### config.mk
export PLATFORM = sky130hd
export DESIGN_NAME = fetch_stage
export DESIGN_NICKNAME = d
export VERILOG_FILES = /design/src/rtl/fetch_stage.sv
export SDC_FILE = /design/constraint.sdc
export NUM_CORES = 1
export LEC_CHECK = 0
export ABC_AREA = 1
export BUFFER_PORTS_ARGS = -buffer_cell sky130_fd_sc_hd__buf_2
export CORE_MARGIN = 5
export CORE_UTILIZATION = 55
export DETAILED_ROUTE_END_ITERATION = 6
export PLACE_DENSITY = 0.79
export RECOVER_POWER = 50
export REMOVE_ABC_BUFFERS = 1
export SLEW_MARGIN = 5
export SYNTH_ARGS = -nofsm -noshare
export SYNTH_HDL_FRONTEND = slang
export SYNTH_SLANG_ARGS = --single-unit
### constraint.sdc
create_clock -name clk -period 2.18 [get_ports clk]
set_clock_uncertainty 0.15 [all_clocks]
set_input_delay 0.218 -clock clk [delete_from_list [all_inputs] [get_ports clk]]
set_output_delay 0.218 -clock clk [all_outputs]
set_load 0.02 [all_outputs]
### src/rtl/fetch_stage.sv
// fetch_stage: IF stage with a single-outstanding req/gnt/rvalid fetch port and the IF/ID register.
module fetch_stage #(
  parameter logic [31:0] RESET_PC  = 32'h0000_0000,
  parameter logic [31:0] NOP_INSTR = 32'h0000_0013
) (
  input  logic        clk,
  input  logic        rst,
  input  logic        StallF,
  input  logic        StallD,
  input  logic        FlushD,
  input  logic        PCSrcE,
  input  logic [31:0] PCTargetE,
  output logic        imem_req,
  output logic [31:0] imem_addr,
  input  logic        imem_gnt,
  input  logic        imem_rvalid,
  input  logic [31:0] imem_rdata,
  output logic [31:0] InstrD,
  output logic [31:0] PCD,
  output logic [31:0] PCPlus4D,
  output logic        ValidD
);
  typedef enum logic [1:0] {REQ, WAIT, HOLD, DROP} state_t;
  state_t      state;
  logic [31:0] pc, pc_fly, hold_instr, hold_pc, tgt, fly4;
  logic        hold_v, acc, wr_new, wr_hold;
  assign imem_req  = (state == REQ) && !StallF;
  assign imem_addr = pc;
  assign acc       = imem_req && imem_gnt;
  assign tgt       = PCTargetE & ~32'h3;
  assign fly4      = pc_fly + 32'd4;
  assign wr_new    = (state == WAIT) && imem_rvalid && !PCSrcE && !FlushD && !StallD;
  assign wr_hold   = (state == HOLD) && hold_v && !PCSrcE && !FlushD && !StallD;
  // A redirect always wins; a request already granted for the old PC turns into a stale one (DROP).
  always_ff @(posedge clk or negedge rst) begin
    if (!rst) begin
      state      <= REQ;
      pc         <= RESET_PC;
      pc_fly     <= RESET_PC;
      hold_v     <= 1'b0;
      hold_instr <= NOP_INSTR;
      hold_pc    <= 32'd0;
    end else begin
      case (state)
        REQ:
          if (PCSrcE) begin
            pc <= tgt;
            if (acc) state <= DROP;
          end else if (acc) begin
            pc_fly <= pc;
            state  <= WAIT;
          end
        WAIT:
          if (PCSrcE) begin
            pc    <= tgt;
            state <= imem_rvalid ? REQ : DROP;
          end else if (imem_rvalid) begin
            pc <= fly4;
            if (StallD && !FlushD) begin
              hold_v     <= 1'b1;
              hold_instr <= imem_rdata;
              hold_pc    <= pc_fly;
              state      <= HOLD;
            end else state <= REQ;
          end
        HOLD:
          if (PCSrcE) begin
            pc     <= tgt;
            hold_v <= 1'b0;
            state  <= REQ;
          end else if (!StallD) begin
            hold_v <= 1'b0;
            state  <= REQ;
          end
        default: begin
          if (PCSrcE) pc <= tgt;
          if (imem_rvalid) state <= REQ;
        end
      endcase
    end
  end
  always_ff @(posedge clk or negedge rst) begin
    if (!rst) begin
      InstrD   <= NOP_INSTR;
      PCD      <= 32'd0;
      PCPlus4D <= 32'd0;
      ValidD   <= 1'b0;
    end else if (FlushD) begin
      InstrD   <= NOP_INSTR;
      PCD      <= 32'd0;
      PCPlus4D <= 32'd0;
      ValidD   <= 1'b0;
    end else if (wr_new) begin
      InstrD   <= imem_rdata;
      PCD      <= pc_fly;
      PCPlus4D <= fly4;
      ValidD   <= 1'b1;
    end else if (wr_hold) begin
      InstrD   <= hold_instr;
      PCD      <= hold_pc;
      PCPlus4D <= hold_pc + 32'd4;
      ValidD   <= 1'b1;
    end
  end
endmodule

==> qor.yml, run 1 <==
run_status:
  run_status: "finished with violations"
  violations: "design-rule violations"
clock_tree:
  cts-root-buf: "clkbuf_16"
  clkTransAtPathRegs_ps: 60
  clk_latency_ps: 520
  clockBufferDepth: 3
  htreeDepth: 1
  cts.sinks: 226
  numCtsBuffers: 24
  cts_tree: "built"
logic_synthesis:
  yosys.area.top_type: "dfrtp_1"
  yosysSeqAreaShare: 0.502
  synth_top_area_frac: 0.488
  ys_seq_elements: 226
  synthTopCellsByArea: "dfrtp_1 49%, nand2_1 13%, o21ai_0 7.0%, nand3_1 5.4%, inv_1 4.7%"
  yosys_warnings: 0
  synth_top_flop_cell: "dfrtp_1"
  syn_inst: 1432
  syn_avg_cell_area_um2: 7.88
  async_reset_ff_frac: 1.00
  synth_cell_type_count: 36
  synth_edf_count: 0
  synth_area_mm2: 0.0113
floorplan:
  die_y_um: 153
  io_pins: 202
  core_area_mm2: 0.0202
  num_rows: 52
  floorplan.initialDensity: 0.558
  die_w_um: 153
  dieArea_mm2: 0.0235
job:
  cap_violations: 0
global_routing:
  grt_pass1_vias: 10900
  grt_pass1_wl_um: 56400
  grt_max_degree: 95
  overflow: 0
  grt.total_usage: 0.293
  grt_antenna_before_repair: 0
setup_path:
  criticalPathCategory: "reg2reg"
  start_kind: "register"
  crit_path_start: "state[1]"
  critPathRequiredTime_ps: 2410
  worstSetupEndpointType: "register"
  rr_startpoint: "state[1]"
  arrival_ps: 2320
  rrSetupSlack_ps: 80
  path_max_fanout: 94
power:
  irDropWorstVdd_mv: 0.785
  comb_power_share: 0.335
  powerDensity_mw_per_mm2: 1190
  clock_power_share: 0.245
  power.total_uw: 16700
  power.switching_uw: 6710
  seq_power_share: 0.420
  p_int_uw: 10000
  p_sw_frac: 0.401
  leakage_uw: 0.00698
timing:
  setup_ws_ps: 84.5
  final-setup-viol-count: 0
  tns_ps: 0
  min_period_over_period: 0.961
  drv_slew: 0
  worstMarginPinSlew_ps: 1050
  relSlewSlack: 0.297
  fin_crit_ps: 2100
  rsz0062_at_grt: "true"
  final_hold_viol_count: 0
  fmax_ghz: 0.477
route:
  drtAntennaViolNets: 0
  drtPass1Iterations: 7
  wl_um: 35200
  viasPerCell: 5.57
  avgRoutedWirePerCell_um: 17.8
  routed-via-count: 11000
  drt_iter0_drc: 1038
  drc_errors: 4
worst_hold_path:
  min_path_type: "in2reg"
  worst_hold_startpoint: "imem_gnt"
final_layout:
  syn_to_final_growth_pct: 25.0
  drive_gt1_frac: 0.145
  nets: 1768
  final_util: 0.697
  nFillCells: 1685
  n_antenna_cell: 0
  final_cell_area_mm2: 0.0141
placement:
  port_buffers: 199
  place_worst_setup_slack_ps: 35.6
  postPlaceCellArea_mm2: 0.0127
  gp_routability_congestion: 0.983
  hpwl_um: 23200
-- repair_timing --
action	CTS	global route
resized for setup	0	13
buffers inserted	0	0
endpoints found under the hold margin	248	0
endpoints found under the setup margin	0	82
hold buffers	66	0
-- cell usage in the layout (no fill, tap or decap), drive strengths merged --
cell / count
dfrtp: 220
nor2: 136
clkinvlp: 1
nand3: 124
clkbuf: 109
a31o: 1
o21ai: 172
a22o: 48
a21oi: 33
o211ai: 10
mux2: 4
or2: 5
buf: 165
ha: 5
nand4: 9
o21bai: 2
bufinv: 1
inv: 147
dfstp: 6
xor2: 4
clkinv: 6
o221ai: 8
xnor2: 3
nand2: 400
dlygate4sd3: 66
nand3b: 11
a31oi: 4
o22ai: 8
-- kinds of logic (layout without fill, tap and decap cells) --
group           after synthesis  in the layout  synth area share
compound gates              286            286             0.150
xor+xnor                      7              7           0.00543
fa+ha+maj                     5              5           0.00555
buf+inv                     219            495            0.0803
flops                       226            226             0.502
mux                           4              4           0.00399
simple gates                685            685             0.253
-- worst max-delay path: stages, from the launching register on --
cell and delay, ps:
dfrtp_1 380, inv_1 100, ha_1 190, nand2_2 80, nor2_4 150, buf_6 250
nand2_4 130, buf_12 230, nor2_1 160, a21oi_1 70
-- routing by layer --
metal	GRT usage	part of all wire	vias up
met3	0.0526	0.087	85
met1	0.396	0.41	5209
met4	0.0849	0.030	0
met5	0	0	-
li1	-	-	5190
met2	0.486	0.47	542
-- per-stage QoR --
step | instances | hold slack, ps
floorplan | 1358 | -228
global placement | 1867 | 91.2
detailed placement | 1867 | 85.4
CTS | 1976 | 22.4
global route | 1978 | 78.2
finish | 1978 | 39.1
-- flip-flops by register name, indices dropped and copies added, names as in the netlist --
signal,count
imem_addr,32
pc_fly,32
hold_instr,32
InstrD,32
PCPlus4D,30
hold_v,1
PCD,32
hold_pc,32
ValidD,1
state,2
-- power groups by stage --
stage / Clock (uW) / Sequential, uW / Combinational, uW
finish: 4100 / 7020 / 5610
CTS: 4150 / 6950 / 5630
global placement: 0 / 6940 / 5330
global route: 4360 / 7220 / 6270
floorplan: 0 / 7410 / 2880
detailed placement: 0 / 7000 / 5480
-- path summary, 6_finish.rpt --
kind / end / cells past startpoint
worst max-delay path: hold_instr[3] / 9
worst min-delay path: state[0] / 5
worst max register to register: hold_instr[3] / 9
worst min register to register: ValidD / 2
max in group asynchronous: hold_instr[10] / 3
min in group asynchronous: InstrD[25] / 2
-- Yosys cell counts, types with 10 or more instances --
master,count
nor2_1,133
buf_2,25
inv_1,141
o21ai_0,157
o211ai_1,10
o21ai_1,15
buf_4,10
a22o_1,48
a21oi_1,33
dfrtp_1,220
nand3_1,122
nand2_1,396
clkbuf_1,36
nand3b_1,11
-- area by class of cell --
class                           count  area, um^2  area share
Tap cell                          270         338      0.0239
Sequential cell                   226        5660       0.401
Timing Repair Buffer              307        2020       0.143
Multi-Input combinational cell    987        4740       0.336
Clock inverter                     10        88.8     0.00630
Clock buffer                       33         706      0.0500
Inverter                          145         557      0.0395
No activity file was read; power rests on OpenSTA's default activity.
==> run 2: changes to the inputs <==
--- a/config.mk
+++ b/config.mk
@@ -9,6 +9,7 @@
 export BUFFER_PORTS_ARGS = -buffer_cell sky130_fd_sc_hd__buf_2
 export CORE_MARGIN = 5
 export CORE_UTILIZATION = 55
+export CTS_BUF_LIST = sky130_fd_sc_hd__clkbuf_8
 export DETAILED_ROUTE_END_ITERATION = 6
 export PLACE_DENSITY = 0.79
 export RECOVER_POWER = 50
==> run 2 against run 1 <==
The run now ends clean; hold slack lost 18 ps; non-clock buffer count grew 2; fmax shrank 0.28%; global-route usage shrank 0.21 points; largest power group unchanged; critical path type unchanged; sequential share of layout area shrank 0.061 points; critical endpoint is now InstrD[7]; die area is the same.
==> qor.yml, run 2 (same netlist as run 1, synthesis figures left out) <==
floorplan:
  die_y_um: 153  # unchanged
  floorplan.initialDensity: 0.558  # unchanged
  io_pins: 202  # unchanged
  core_area_mm2: 0.0202  # unchanged
  die_w_um: 153  # unchanged
  dieArea_mm2: 0.0235  # unchanged
  num_rows: 52  # unchanged
setup_path:
  start_kind: "register"
  criticalPathCategory: "reg2reg"
  path_delay_family: "buffers and inverters"
  arrival_ps: 2370  # +50 ps
  crit_path_start: "state[1]"
  reg2reg_to: "InstrD[7]"
  cp_cell_sequence: "inv_1 > ha_1 > nand2_2 > nor2_4 > nand3_4 > clkinv_2 > buf_12 > o21ai_0 > a22o_1"
  path_max_fanout: 40  # -57%
  max_stage_delay_ps: 380  # about the same
  rr_startpoint: "state[1]"
  cp_slowest_cell: "dfrtp_1"
  critPathRequiredTime_ps: 2450  # +40 ps
  reg2reg_depth: 9  # unchanged
  worstSetupEndpointType: "register"
  rrSetupSlack_ps: 80  # about the same
  path_buf_inv: 3  # unchanged
worst_hold_path:
  min_path_type: "in2reg"
  hold_depth: 5  # unchanged
  min_to: "state[0]"
  worst_hold_startpoint: "imem_gnt"
final_layout:
  drive_gt1_frac: 0.151  # +0.00622
  layout_common_cells: "395 x nand2_1, 220 x dfrtp_1, 157 x o21ai_0"
  finalNonFillerCells: 2007  # +1.5%
  nets: 1785  # +0.96%
  syn_to_final_growth_pct: 25.2
  final_common_cell: "nand2_1"
  final_util: 0.698  # +0.00105
  n_antenna_cell: 0  # unchanged
clock_tree:
  clkTransAtPathRegs_ps: 60  # about the same
  clockBufferDepth: 3  # unchanged
  postCtsSetupBuffers: 0  # unchanged
  cts.sinks: 226  # unchanged
  cts-root-buf: "clkbuf_8"
  htreeDepth: 2  # +1
  numCtsBuffers: 39  # +63%
  cts_tree: "built"
  clk_latency_ps: 550  # +30 ps
global_routing:
  grt_pass1_vias: 11000  # +0.91%
  grt_max_degree: 95  # unchanged
  grt_pass1_wl_um: 55900  # -0.94%
  overflow: 0  # unchanged
  grt.total_usage: 0.291  # -0.00206
  grt_antenna_before_repair: 0  # unchanged
timing:
  final_hold_viol_count: 0  # unchanged
  setup_ws_ps: 78.7  # -5.78 ps
  min_period_over_period: 0.964  # +0.00265
  tns_ps: 0  # unchanged
  fin_crit_ps: 2100  # +5.78 ps
  relSlewSlack: 0.296  # -0.000991
  final-setup-viol-count: 0  # unchanged
  drv_slew: 0  # unchanged
  worstMarginPinSlew_ps: 1060  # +1.49 ps
  fmax_ghz: 0.476  # -0.28%
route:
  drc_errors: 0  # -4
  drtAntennaViolNets: 0  # unchanged
  drtPass1Iterations: 6  # -1
  drt_iter0_drc: 1132  # +9.1%
  viasPerCell: 5.54  # -0.60%
  avgRoutedWirePerCell_um: 17.2  # -3.3%
  routed-via-count: 11100  # +0.86%
  wl_um: 34600  # -1.8%
placement:
  gp_routability_congestion: 0.983  # unchanged
  dpl.cell_count: 1867  # unchanged
  place_worst_setup_slack_ps: 35.6  # unchanged
  hpwl_um: 23200  # unchanged
  port_buffers: 199  # unchanged
power:
  powerDensity_mw_per_mm2: 1170  # -1.5%
  power.total_uw: 16500  # -1.3%
  leakage_uw: 0.00705  # +0.95%
  irDropWorstVdd_mv: 0.736  # -6.3%
run_status:
  run_status: "complete, no violations"
job:
  cap_violations: 0  # unchanged
==> run 2: cell count changes in the layout (fill, tap and decap cells not counted), sizes merged <==
cell and delta:
clkinvlp +2, inv +11, dlygate4sd3 +2, buf -1, clkbuf +18, clkinv -3
==> run 2: area by class of cell <==
type | count | area, um^2
multi-input cells | 987 | 4740
clock inverters | 20 | 115
inverters | 145 | 551
flip-flops and latches | 226 | 5660
repair buffers | 309 | 2040
well taps | 270 | 338
fillers | 1680 | 6110
clock buffers | 50 | 688
==> run 2: how the worst max path moves through the flow <==
stage	endpoint	slack, ps	depth (start not counted)
after floorplan	InstrD[10]	-1670	8
after global placement	hold_v	70	11
after detailed placement	hold_v	40	11
after CTS	hold_v	40	11
after global routing	hold_pc[8]	-50	8
final	InstrD[7]	80	9
==> run 2: power by group <==
part	switching, uW	internal, uW
logic	3610	1970
clock network	1740	2180
registers	1360	5650
total	6710	9800
==> run 2: tightest hold or removal path, cell delays in order <==
cell and delay (ps):
buf_2 110, a21oi_1 140, nor2_1 80, nand2_1 50
o21ai_0 60
==> run 2: what timing repair did <==
action	CTS	global route
hold endpoints to repair	292	0
resized for setup	0	9
endpoints found under the setup margin	0	61
hold buffers	68	0
==> run 2: per-stage QoR <==
step | hold slack (ps) | cell area, um^2
final | 20.8 | 14100
after global routing | 49.9 | 14100
after CTS | 2.84 | 14200
after detailed placement | 85.4 | 12700
after global placement | 91.2 | 12700
after floorplan | -228 | 10900
==> run 2: per-layer routing <==
metal	global-route usage	up-vias	wire, um
li1	-	5229	-
met1	0.397	5304	14900
met2	0.474	502	16100
met3	0.0577	86	2670
met4	0.0853	0	888
met5	0	-	0
==> run 3: changes to the inputs <==
--- a/config.mk
+++ b/config.mk
@@ -11,7 +11,7 @@
 export CORE_UTILIZATION = 55
 export CTS_BUF_LIST = sky130_fd_sc_hd__clkbuf_8
 export DETAILED_ROUTE_END_ITERATION = 6
-export PLACE_DENSITY = 0.79
+export PLACE_DENSITY = 0.78
 export RECOVER_POWER = 50
 export REMOVE_ABC_BUFFERS = 1
 export SLEW_MARGIN = 5
==> run 3 against run 2 <==
Non-clock buffer count decreased by 6; worst setup slack improved by 7.3 ps; critical path depth decreased by 1; clock power decreased by 3%; register-to-register slack about the same; sequential power about the same; sequential share of layout area increased by 0.086 points; critical endpoint is now hold_instr[18].
==> qor.yml, run 3 (same netlist as run 1, synthesis figures left out) <==
run_status:
  run_status: "complete, no violations"
worst_hold_path:
  worst_hold_startpoint: "FlushD"
  min_path_type: "in2reg"
  min_to: "state[1]"
  hold_depth: 6  # +1
setup_path:
  rr_startpoint: "state[1]"
  path_delay_family: "buffers and inverters"
  arrival_ps: 2360  # about the same
  reg2reg_depth: 8  # -1
  start_kind: "register"
  criticalPathCategory: "reg2reg"
  worstSetupEndpointType: "register"
  cp_cell_sequence: "inv_1 > ha_1 > nand2_2 > nor2_4 > buf_6 > nand2_4 > buf_12 > o21ai_0"
  critPathRequiredTime_ps: 2440  # about the same
  cp.depth: 8  # -1
  path_buf_inv: 3  # unchanged
  max_stage_delay_ps: 390  # about the same
  cp_slowest_cell: "dfrtp_1"
  reg2reg_to: "hold_instr[18]"
  path_max_fanout: 90  # +130%
  rrSetupSlack_ps: 90  # about the same
global_routing:
  grt_antenna_before_repair: 0  # unchanged
  overflow: 0  # unchanged
  busiest_layer: "met2"
  grt_max_degree: 93  # -2.1%
  use_met3: 0.0574  # -0.000283
  grt_pass1_wl_um: 55600  # -0.51%
  grt.total_usage: 0.287  # -0.00375
  grt_pass1_vias: 11000  # -0.082%
  use_met1: 0.386  # -0.0109
  use_met2: 0.461  # -0.0132
final_layout:
  drive_gt1_frac: 0.154  # +0.00341
  final_cell_area_mm2: 0.0141  # -0.21%
  syn_to_final_growth_pct: 25.0
  final_common_cell: "nand2_1"
  nets: 1779  # -0.34%
  layout_common_cells: "396 x nand2_1, 220 x dfrtp_1, 156 x o21ai_0"
  n_antenna_cell: 0  # unchanged
clock_tree:
  htreeDepth: 2  # unchanged
  clk_latency_ps: 530  # -20 ps
  clockBufferDepth: 3  # unchanged
  cts_tree: "built"
  cts.sinks: 226  # unchanged
  numCtsBuffers: 39  # unchanged
  clkTransAtPathRegs_ps: 60  # about the same
  postCtsSetupBuffers: 0  # unchanged
  cts-root-buf: "clkbuf_8"
power:
  powerDensity_mw_per_mm2: 1160  # -0.65%
  irDropWorstVdd_mv: 0.625  # -15%
  leakage_uw: 0.00706  # about the same
timing:
  setup_ws_ps: 86.0  # +7.30 ps
  hold_ws_ps: 15.6  # -5.26 ps
  rsz0062_at_grt: "true"
  fmax_ghz: 0.478  # +0.35%
  fin_crit_ps: 2090  # -7.30 ps
  final-setup-viol-count: 0  # unchanged
  worstMarginPinSlew_ps: 1470  # +416 ps
  relSlewSlack: 0.0185  # -0.277
  min_period_over_period: 0.961  # -0.00335
  final_hold_viol_count: 0  # unchanged
  drv_slew: 0  # unchanged
placement:
  hpwl_um: 23200  # about the same
  place_worst_setup_slack_ps: 58.6  # +23.0 ps
  port_buffers: 199  # unchanged
  gp_routability_congestion: 0.953  # -3.1%
  postPlaceCellArea_mm2: 0.0127  # -0.37%
route:
  avgRoutedWirePerCell_um: 17.1  # -0.61%
  wl_um: 34200  # -0.91%
  drt_iter0_drc: 827  # -27%
  drc_errors: 0  # unchanged
  routed-via-count: 11000  # -0.69%
  drtPass1Iterations: 6  # unchanged
  drtAntennaViolNets: 0  # unchanged
  viasPerCell: 5.52  # -0.39%
floorplan:
  die_y_um: 153  # unchanged
  dieArea_mm2: 0.0235  # unchanged
  io_pins: 202  # unchanged
  num_rows: 52  # unchanged
  die_w_um: 153  # unchanged
  floorplan.initialDensity: 0.558  # unchanged
  core_area_mm2: 0.0202  # unchanged
job:
  cap_violations: 0  # unchanged
==> run 3: where the power goes <==
part	internal (uW)	switching [uW]
Sequential	5660	1340
Clock	2070	1730
Combinational	1970	3610
==> run 3: how the worst max path moves through the flow <==
| stage | from | to | slack, ps |
|---|---|---|---|
| after global placement | state[1] | hold_v | 110 |
| after floorplan | state[1] | InstrD[10] | -1670 |
| after CTS | state[1] | hold_instr[18] | 40 |
| final | state[1] | hold_instr[18] | 90 |
| after global routing | state[1] | hold_v | -40 |
| after detailed placement | state[1] | hold_v | 60 |
==> run 3: worst reg2reg max path, cell delays in order, from the launching register on <==
cell     delay [ps]
dfrtp_1         390
inv_1           100
ha_1            180
nand2_2          80
nor2_4          150
buf_6           240
nand2_4         120
buf_12          230
o21ai_0         330
==> run 3: layout make-up <==
| class | instances | area (um^2) |
|---|---|---|
| clock inverter | 20 | 98.8 |
| clock buffer | 50 | 688 |
| timing repair buffer | 303 | 2020 |
| tap | 270 | 338 |
| fill | 1694 | 6140 |
| inverter | 145 | 554 |
| sequential | 226 | 5660 |
| multi-input combinational | 987 | 4730 |
==> run 3: through the flow <==
stage	util	instances	total power, uW	TNS [ps]
after floorplan	-	1358	10300	-174740
after global placement	0.628	1864	12300	0
after CTS	0.699	1999	16400	0
after global routing	0.697	2001	17500	-457
after detailed placement	0.628	1864	12500	0
final	0.697	2001	16400	0
==> run 3: what timing repair did <==
item | CTS | global route
hold endpoints to repair | 316 | 0
hold buffers | 65 | 0
endpoints found under the setup margin | 0 | 47
resized for setup | 0 | 9
==> run 3: metal layers <==
metal  routed length (um)  vias to the layer above
met1                14500                     5218
met3                 2770                       87
met5                    0                        -
li1                     -                     5239
met4                 1210                        0
met2                15800                      500
